--- config.mk ---
export PLATFORM = sky130hd
export DESIGN_NAME = rr_arbiter
export DESIGN_NICKNAME = d
export VERILOG_FILES = /design/src/rtl/rr_arbiter_pkg.sv /design/src/rtl/rr_arbiter_pick.sv /design/src/rtl/rr_arbiter.sv
export SDC_FILE = /design/constraint.sdc
export NUM_CORES = 1
export LEC_CHECK = 0
export BUFFER_PORTS_ARGS = -buffer_cell sky130_fd_sc_hd__buf_2
export CAP_MARGIN = 25
export CORE_ASPECT_RATIO = 0.8
export CORE_MARGIN = 3
export CORE_UTILIZATION = 40
export DETAILED_ROUTE_END_ITERATION = 8
export MAX_ROUTING_LAYER = met4
export PLACE_DENSITY = 0.68
export SYNTH_ARGS = -nofsm -noshare
export SYNTH_HDL_FRONTEND = slang
export SYNTH_SLANG_ARGS = --single-unit
--- constraint.sdc ---
create_clock -name clk -period 3.2 [get_ports clk]
set_input_delay 0.16 -clock clk [delete_from_list [all_inputs] [get_ports clk]]
set_output_delay 0.16 -clock clk [all_outputs]
set_load 0.005 [all_outputs]
--- src/rtl/rr_arbiter_pkg.sv ---
// rr_arbiter_pkg: shared FSM state type and one-hot helper for the round-robin arbiter
package rr_arbiter_pkg;
   localparam int MAX_SEL_BITS = 8;
   localparam int MAX_N = 1 << MAX_SEL_BITS;
   typedef enum logic {IDLE, BUSY} arb_state_t;
   function automatic logic [MAX_N-1:0] onehot(input logic [MAX_SEL_BITS-1:0] sel);
      return {{(MAX_N-1){1'b0}}, 1'b1} << sel;
   endfunction
endpackage

--- src/rtl/rr_arbiter_pick.sv ---
// rr_pick: combinational round-robin search starting just above the pointer, wrapping modulo N
module rr_pick #(
   parameter int sel_bits = 2
) (
   input  logic [(1<<sel_bits)-1:0] req_i,
   input  logic [sel_bits-1:0]      ptr_i,
   output logic                     found_o,
   output logic [sel_bits-1:0]      idx_o
);
   localparam int N = 1 << sel_bits;
   localparam int W = sel_bits + 1;
   logic [2*N-1:0] dbl;
   logic [W-1:0]   pos;
   assign dbl = {req_i, req_i};
   // scan the doubled vector from farthest to nearest so the nearest hit above the pointer wins
   always_comb begin
      found_o = 1'b0;
      idx_o   = ptr_i;
      pos     = '0;
      for (int i = N; i >= 1; i--) begin
         pos = {1'b0, ptr_i} + W'(i);
         if (dbl[pos]) begin
            found_o = 1'b1;
            idx_o   = pos[sel_bits-1:0];
         end
      end
   end
endmodule

--- src/rtl/rr_arbiter.sv ---
// rr_arbiter: round-robin arbiter with registered sel/grant, valid/ready hold and one-cycle ack; ARB_LOCK_EN adds burst lock
module rr_arbiter
   import rr_arbiter_pkg::*;
#(
   parameter int sel_bits = 2
) (
   input  logic                     clk,
   input  logic                     rst,
   input  logic [(1<<sel_bits)-1:0] req_i,
   input  logic                     ready_i,
`ifdef ARB_LOCK_EN
   input  logic [(1<<sel_bits)-1:0] lock_i,
`endif
   output logic [sel_bits-1:0]      sel_o,
   output logic [(1<<sel_bits)-1:0] grant_o,
   output logic                     valid_o,
   output logic [(1<<sel_bits)-1:0] ack_o
);
   localparam int N = 1 << sel_bits;
   arb_state_t          state_q, state_d;
   logic [sel_bits-1:0] sel_q, sel_d, ptr_q, ptr_d, pick_idx, pick_ptr;
   logic [N-1:0]        grant_q, grant_d, pick_req;
   logic                pick_found, accept, keep;
   assign accept = state_q == BUSY && ready_i;
`ifdef ARB_LOCK_EN
   assign keep = accept && lock_i[sel_q];
`else
   assign keep = 1'b0;
`endif
   assign pick_req = state_q == BUSY ? req_i & ~grant_q : req_i;
   assign pick_ptr = state_q == BUSY ? sel_q : ptr_q;
   rr_pick #(.sel_bits(sel_bits)) u_pick (
      .req_i  (pick_req),
      .ptr_i  (pick_ptr),
      .found_o(pick_found),
      .idx_o  (pick_idx)
   );
   // state, winner and pointer registers; pointer starts at N-1 so requester 0 wins first
   always_ff @(posedge clk or posedge rst) begin
      if (rst) begin
         state_q <= IDLE;
         sel_q   <= '0;
         grant_q <= '0;
         ptr_q   <= sel_bits'(N - 1);
      end else begin
         state_q <= state_d;
         sel_q   <= sel_d;
         grant_q <= grant_d;
         ptr_q   <= ptr_d;
      end
   end
   // arbitrate from IDLE on any request, or re-arbitrate on an unlocked accept
   always_comb begin
      state_d = state_q;
      sel_d   = sel_q;
      grant_d = grant_q;
      ptr_d   = ptr_q;
      if ((state_q == IDLE && pick_found) || (accept && !keep)) begin
         ptr_d   = state_q == BUSY ? sel_q : ptr_q;
         state_d = pick_found ? BUSY : IDLE;
         sel_d   = pick_found ? pick_idx : sel_q;
         grant_d = pick_found ? N'(onehot(MAX_SEL_BITS'(pick_idx))) : '0;
      end
   end
   // outputs: registered sel/grant, valid from state, ack pulses on accept
   always_comb begin
      valid_o = state_q == BUSY;
      sel_o   = sel_q;
      grant_o = grant_q;
      ack_o   = grant_q & {N{state_q == BUSY && ready_i}};
   end
endmodule
==> summary.txt, run 1 <==
Outcome
  • Status: completed

Die
  • Width of the die: 52.7 um
  • IO Count: 18
  • DIE HEIGHT: 43.3 um
  • Core area: 1500 sq um
  • Starting density of the core: 46.4%
  • Die Footprint: 2280 sq um
  • Rows: 12

Power
  • Power Total: 737 uW
  • Worst-case vdd ir drop: 475 uV
  • Psw: 326 uW
  • Pwr Density: 888 nW/um^2
  • Logic pwr share: 56.9%
  • Internal power: 411 uW
  • Leakage: 0.000395 uW
  • Sequential share of power: 31.2%
  • Clk network pwr share: 11.9%
  • Sw Share: 44.2%

Layout
  • P&R area growth vs syn: 19.0%
  • N_diodes: 0
  • Layout cells sized above 1: 35.9%
  • # nets final: 101

Yosys
  • Post-synthesis cell area: 697 sq um
  • Seq/Total Area, Yosys: 32.7%
  • Post-Syn Area per Cell: 9.82 sq um
  • Synth top area share: 25.1%
  • Count leader, synth: nand2_1
  • Dominant cell type by area after synthesis: dfrtp_1
  • Synth top cells by count: nand2_1 (8), dfrtp_1 (7), inv_1 (5)
  • Synth Warn #: 0
  • Synth area leaders: dfrtp_1 (25%), dfstp_2 (7.5%), mux2i_4 (6.5%), nand2_1 (4.3%), a2111oi_4 (3.9%)
  • Synth cell types: 35
  • Number of enable flip-flop cells after synthesis: 0
  • Post-synthesis net count: 79
  • Ys async rst share: 100%
  • Post-Syn Instances: 71
  • Post-synth top flop: dfrtp_1
  • FF+latch count, synth: 9

Clocking
  • Clk slew on worst S/H paths: 60 ps
  • Worst skew pair latency: 260 ps
  • Cts repair resizes: 0
  • Cts hold-fix bufs: 1
  • Maximum buffer depth of the clock tree: 2
  • H-tree levels: 1
  • CTS root buf: clkbuf_4
  • # Post-CTS Setup Buffers: 0
  • CTS Buf Count: 3
  • CTS tree: built
  • Clk sink count: 9

Critical path
  • Worst path buffer plus inverter count: 1
  • Family with the most delay on the worst path: compound AO/OA/AOI/OAI gates
  • WP data arrival: 2860 ps
  • Crit path capture type: flip-flop
  • CP max stage delay: 630 ps
  • Worst Setup Path Type: reg -> reg
  • Critical path required time: 3350 ps
  • Slowest-stage cell, CP: dfrtp_1
  • Worst Path Max Fanout: 12
  • CP startpoint kind: flip-flop
  • Reg2reg setup slack: 490 ps
  • Cells along the critical path: mux2i_4, clkinv_2, ha_1, a211oi_1, a31oi_1, a2111oi_4, nor3_1, a22o_1

Global routing
  • Global route total overflow: 0
  • Gr usage total: 15.6%
  • Number of global-route vias before repair: 518
  • Largest net degree at the start of global routing: 13
  • Initial antenna violation count: 0
  • First-pass GRT wire length: 2530 um

Route
  • Drt first pass iters: 4
  • Total number of vias: 627
  • Wire length per cell: 13.5 um
  • Drc violations: 0
  • Post-route ant nets: 0
  • Initial detailed-routing violation count: 22
  • DRT Wirelength: 1530 um
  • Via density: 5.55

Place
  • Number of port buffers: 17
  • Hpwl dp: 1210 um
  • Routability cong.: 0.832

Timing
  • Worst slew pin tran: 717 ps
  • Post-route setup TNS: 0 ps
  • Fin crit share: 84.6%
  • Final Hold Vio Count: 0
  • RSZ-0062 raised after global routing: false
  • Max Freq: 369 MHz
  • Max-slew headroom: 51.7%
  • Final Skew: 5.32 ps
  • Final min period: 2710 ps
  • Max-slew violation count: 0
  • Final setup fails: 0

Min path
  • Type of the worst min-delay path: in -> reg

Flow run
  • Max_cap viols: 0
-- tightest hold or removal path, delay by kind of cell --
family | cells | cell delay, ps
buffers and inverters | 1 | 110
AND/OR/NAND/NOR | 2 | 220
-- per-stage QoR --
stage	instances	worst slack (ps)	area (sq um)	utilization, %	hold WS, ps
floorplan	71	855	697	-	-13.5
detailed placement	108	513	793	52.8	128
CTS	113	510	830	55.3	266
global placement	108	580	793	52.8	129
finish	113	492	830	55.3	269
global route	113	323	830	55.3	285
-- logic make-up (layout without fill, tap and decap cells) --
family	count (synthesis)	in the layout	share of synthesized area [%]
compound gates	25	25	32.7
simple gates	25	25	18.1
flops	9	9	32.7
buf+inv	8	29	6.64
mux	3	3	8.08
fa+ha+maj	1	1	1.80
-- layout make-up --
| class | count | area [sq um] |
|---|---|---|
| Clock buffer | 4 | 26.3 |
| Fill cell | 148 | 672 |
| Inverter | 6 | 23.8 |
| Multi-Input combinational cell | 54 | 423 |
| Sequential cell | 9 | 228 |
| Tap cell | 21 | 26.3 |
| Timing Repair Buffer | 19 | 103 |
-- cells in the final DEF (no fill, tap or decap), types with 3 or more instances in the layout --
master	count
nand2_1	8
dfrtp_1	7
nand2b_1	3
inv_1	5
and3_1	4
o21ai_0	3
clkbuf_4	3
buf_2	17
nor2_1	4
-- power by group through the flow --
stage | logic (uW) | clock network, uW | registers, uW
6_report | 419 | 87.8 | 230
5_1_grt | 460 | 97.1 | 239
4_1_cts | 417 | 91.8 | 230
3_5_place_dp | 415 | 0 | 232
3_3_place_gp | 412 | 0 | 231
2_1_floorplan | 324 | 0 | 217
-- metal layers --
metal / up-vias / part of all wire, % / track usage [%]
met1: 293 / 50 / 21.9
met2: 23 / 41 / 20.8
met4: 0 / 0.92 / 4.59
li1: 307 / - / -
met5: - / 0 / -
met3: 4 / 8.0 / 5.50
-- registers in the layout, summed over array words and instances, names as in the netlist --
register / flops
valid_o: 1
grant_o: 4
ptr_q: 2
sel_o: 2
-- worst paths after layout --
check | start | endpoint | cells after the start
setup / recovery | valid_o$_DFFE_PP0P_ | grant_o[3]$_DFFE_PP0P_ | 8
hold reg to reg | ptr_q[1]$_DFFE_PP1P_ | ptr_q[1]$_DFFE_PP1P_ | 2
min in group asynchronous | rst | sel_o[0]$_DFFE_PP0P_ | 3
hold / removal | ready_i | valid_o$_DFFE_PP0P_ | 3
max in group asynchronous | rst | ptr_q[0]$_DFFE_PP1P_ | 3
setup reg to reg | valid_o$_DFFE_PP0P_ | grant_o[3]$_DFFE_PP0P_ | 8
No activity file was read; power rests on OpenSTA's default activity.
==> inputs of run 2 (changes only) <==
- ABC_AREA: default -> 1
- PLACE_DENSITY: 0.68 -> 0.67
- clock period: 3.2 -> 2.7 ns (I/O delays scaled with it)
==> summary.txt, run 2 <==
Global routing
  • Initial antenna violation count: 0
  • Global route total overflow: 0
  • Largest net degree at the start of global routing: 13
  • Gr usage total: 16.4%
  • First-pass GRT wire length: 2790 um
  • Number of global-route vias before repair: 681

Yosys
  • Synth Warn #: 0
  • Post-Syn Instances: 104
  • Number of enable flip-flop cells after synthesis: 0
  • FF+latch count, synth: 9
  • Ys async rst share: 100%
  • Dominant cell type by area after synthesis: dfrtp_1
  • Count leader, synth: nand2_1
  • Post-synth top flop: dfrtp_1
  • Synth area leaders: dfrtp_1 (23%), nand2_1 (17%), nand3_2 (11%), dfstp_2 (6.9%), nand2_2 (6.6%)
  • Synth top cells by count: nand2_1 (35), inv_1 (12), nor2_1 (9)
  • Synth top area share: 23.1%
  • Seq/Total Area, Yosys: 30.1%
  • Post-synthesis cell area: 757 sq um
  • Synth cell types: 22
  • Post-synthesis net count: 112
  • Post-Syn Area per Cell: 7.28 sq um

Clocking
  • Worst skew pair latency: 260 ps
  • H-tree levels: 1
  • CTS root buf: clkbuf_4
  • # Post-CTS Setup Buffers: 0
  • Cts hold-fix bufs: 1
  • Cts repair resizes: 0
  • CTS Buf Count: 3
  • CTS tree: built
  • Clk sink count: 9
  • Maximum buffer depth of the clock tree: 2
  • Clk slew on worst S/H paths: 60 ps

Timing
  • Max-slew headroom: 64.6%
  • Final setup fails: 0
  • Max-slew violation count: 0
  • Max Freq: 438 MHz
  • Final Hold Vio Count: 0
  • Worst slew pin tran: 531 ps
  • Post-route setup TNS: 0 ps
  • RSZ-0062 raised after global routing: false
  • Hold Slack: 220 ps
  • Slack of the critical path: 417 ps
  • Final min period: 2280 ps
  • Fin crit share: 84.6%
  • Final Skew: 9.51 ps

Route
  • Drc violations: 0
  • Via density: 4.84
  • Wire length per cell: 11.1 um
  • DRT Wirelength: 1640 um
  • Total number of vias: 712
  • Post-route ant nets: 0
  • Initial detailed-routing violation count: 26
  • Drt first pass iters: 4

Critical path
  • CP startpoint kind: flip-flop
  • Most frequent CP cell: nand2_1
  • CP max stage delay: 670 ps
  • Worst Path Max Fanout: 12
  • Crit path capture type: flip-flop
  • Critical path required time: 2860 ps
  • WP data arrival: 2440 ps
  • Slowest-stage cell, CP: dfrtp_1
  • Cells along the critical path: inv_1, nand2_1, nand2_4, ha_1, inv_1, nand3_2, nand3_2, nor2_4, o21ai_4, inv_4, nand2_1, nand2_1
  • Worst Setup Path Type: reg -> reg

Place
  • Place WS: 397 ps
  • Hpwl dp: 1360 um
  • Routability cong.: 0.886
  • Number of port buffers: 17

Layout
  • N_diodes: 0
  • # nets final: 134
  • Most frequent cells in the layout: nand2_1 (35), buf_2 (17), inv_1 (12)
  • Layout cells sized above 1: 39.2%
  • Most common cell after layout, fill and taps aside: nand2_1
  • Max FFs per register: 4
  • P&R area growth vs syn: 18.2%

Outcome
  • Status: completed

Flow run
  • Max_cap viols: 0

Die
  • Core area: 1710 sq um
  • Rows: 13
  • Die Footprint: 2450 sq um
  • IO Count: 18
  • DIE HEIGHT: 44.9 um
  • Width of the die: 54.6 um
  • Starting density of the core: 44.3%

Min path
  • Type of the worst min-delay path: in -> reg
## run 2: cell count changes after synthesis, moves of 4 or more
| cell | delta |
|---|---|
| nand2_1 | +27 |
| nand2_2 | +8 |
| nand3_2 | +8 |
| inv_1 | +7 |
| nor2_1 | +5 |
| and3_1 | -4 |
## run 2: cell families (layout without fill, tap and decap cells)
group | count (synthesis) | after routing | synth area share (%)
buffers and inverters | 16 | 37 | 9.26
and+or+nand+nor | 71 | 71 | 51.9
DFF | 9 | 9 | 30.1
AOI/OAI and AO/OA | 7 | 7 | 7.11
adders and majority gates | 1 | 1 | 1.65
## run 2: final timing paths
kind | slack, ps | cells after the start | start | end
setup / recovery | 420 | 12 | valid_o$_DFFE_PP0P_ | grant_o[3]$_DFFE_PP0P_
hold / removal | 220 | 4 | ready_i | valid_o$_DFFE_PP0P_
setup reg to reg | 420 | 12 | valid_o$_DFFE_PP0P_ | grant_o[3]$_DFFE_PP0P_
hold reg to reg | 510 | 2 | ptr_q[0]$_DFFE_PP1P_ | ptr_q[0]$_DFFE_PP1P_
max in group asynchronous | 2010 | 3 | rst | ptr_q[0]$_DFFE_PP1P_
min in group asynchronous | 380 | 3 | rst | grant_o[0]$_DFFE_PP0P_
## run 2: final cells by class
cell class	instances	area [sq um]
fill	192	813
timing repair buffer	18	95.1
tap	22	27.5
multi-input combinational	79	459
clock buffer	4	26.3
inverter	15	58.8
sequential	9	228
## run 2: per-layer routing
metal  routed length, um  GRT usage (%)
met3                 138           6.27
met1                 782           20.8
met4                   6           2.99
met2                 712           25.0
met5                   0              -
## run 2: per-stage QoR
step | instance area [sq um] | instances | util [%]
2_1_floorplan | 757 | 104 | -
3_3_place_gp | 858 | 142 | 50.3
3_5_place_dp | 858 | 142 | 50.3
4_1_cts | 895 | 147 | 52.4
5_1_grt | 895 | 147 | 52.4
6_report | 895 | 147 | 52.4
## run 2: critical path: cells and delay by family, from the launching register on
kind / cells / cell delay (ps)
AOI/OAI and AO/OA: 1 / 220
buffers and inverters: 3 / 320
DFF: 1 / 670
adders and majority gates: 1 / 360
and+or+nand+nor: 7 / 600
Power of run 2 is left out: the tool's default activity adds up to more than one toggle a clock period on the data nets, which glitch-free logic cannot reach.
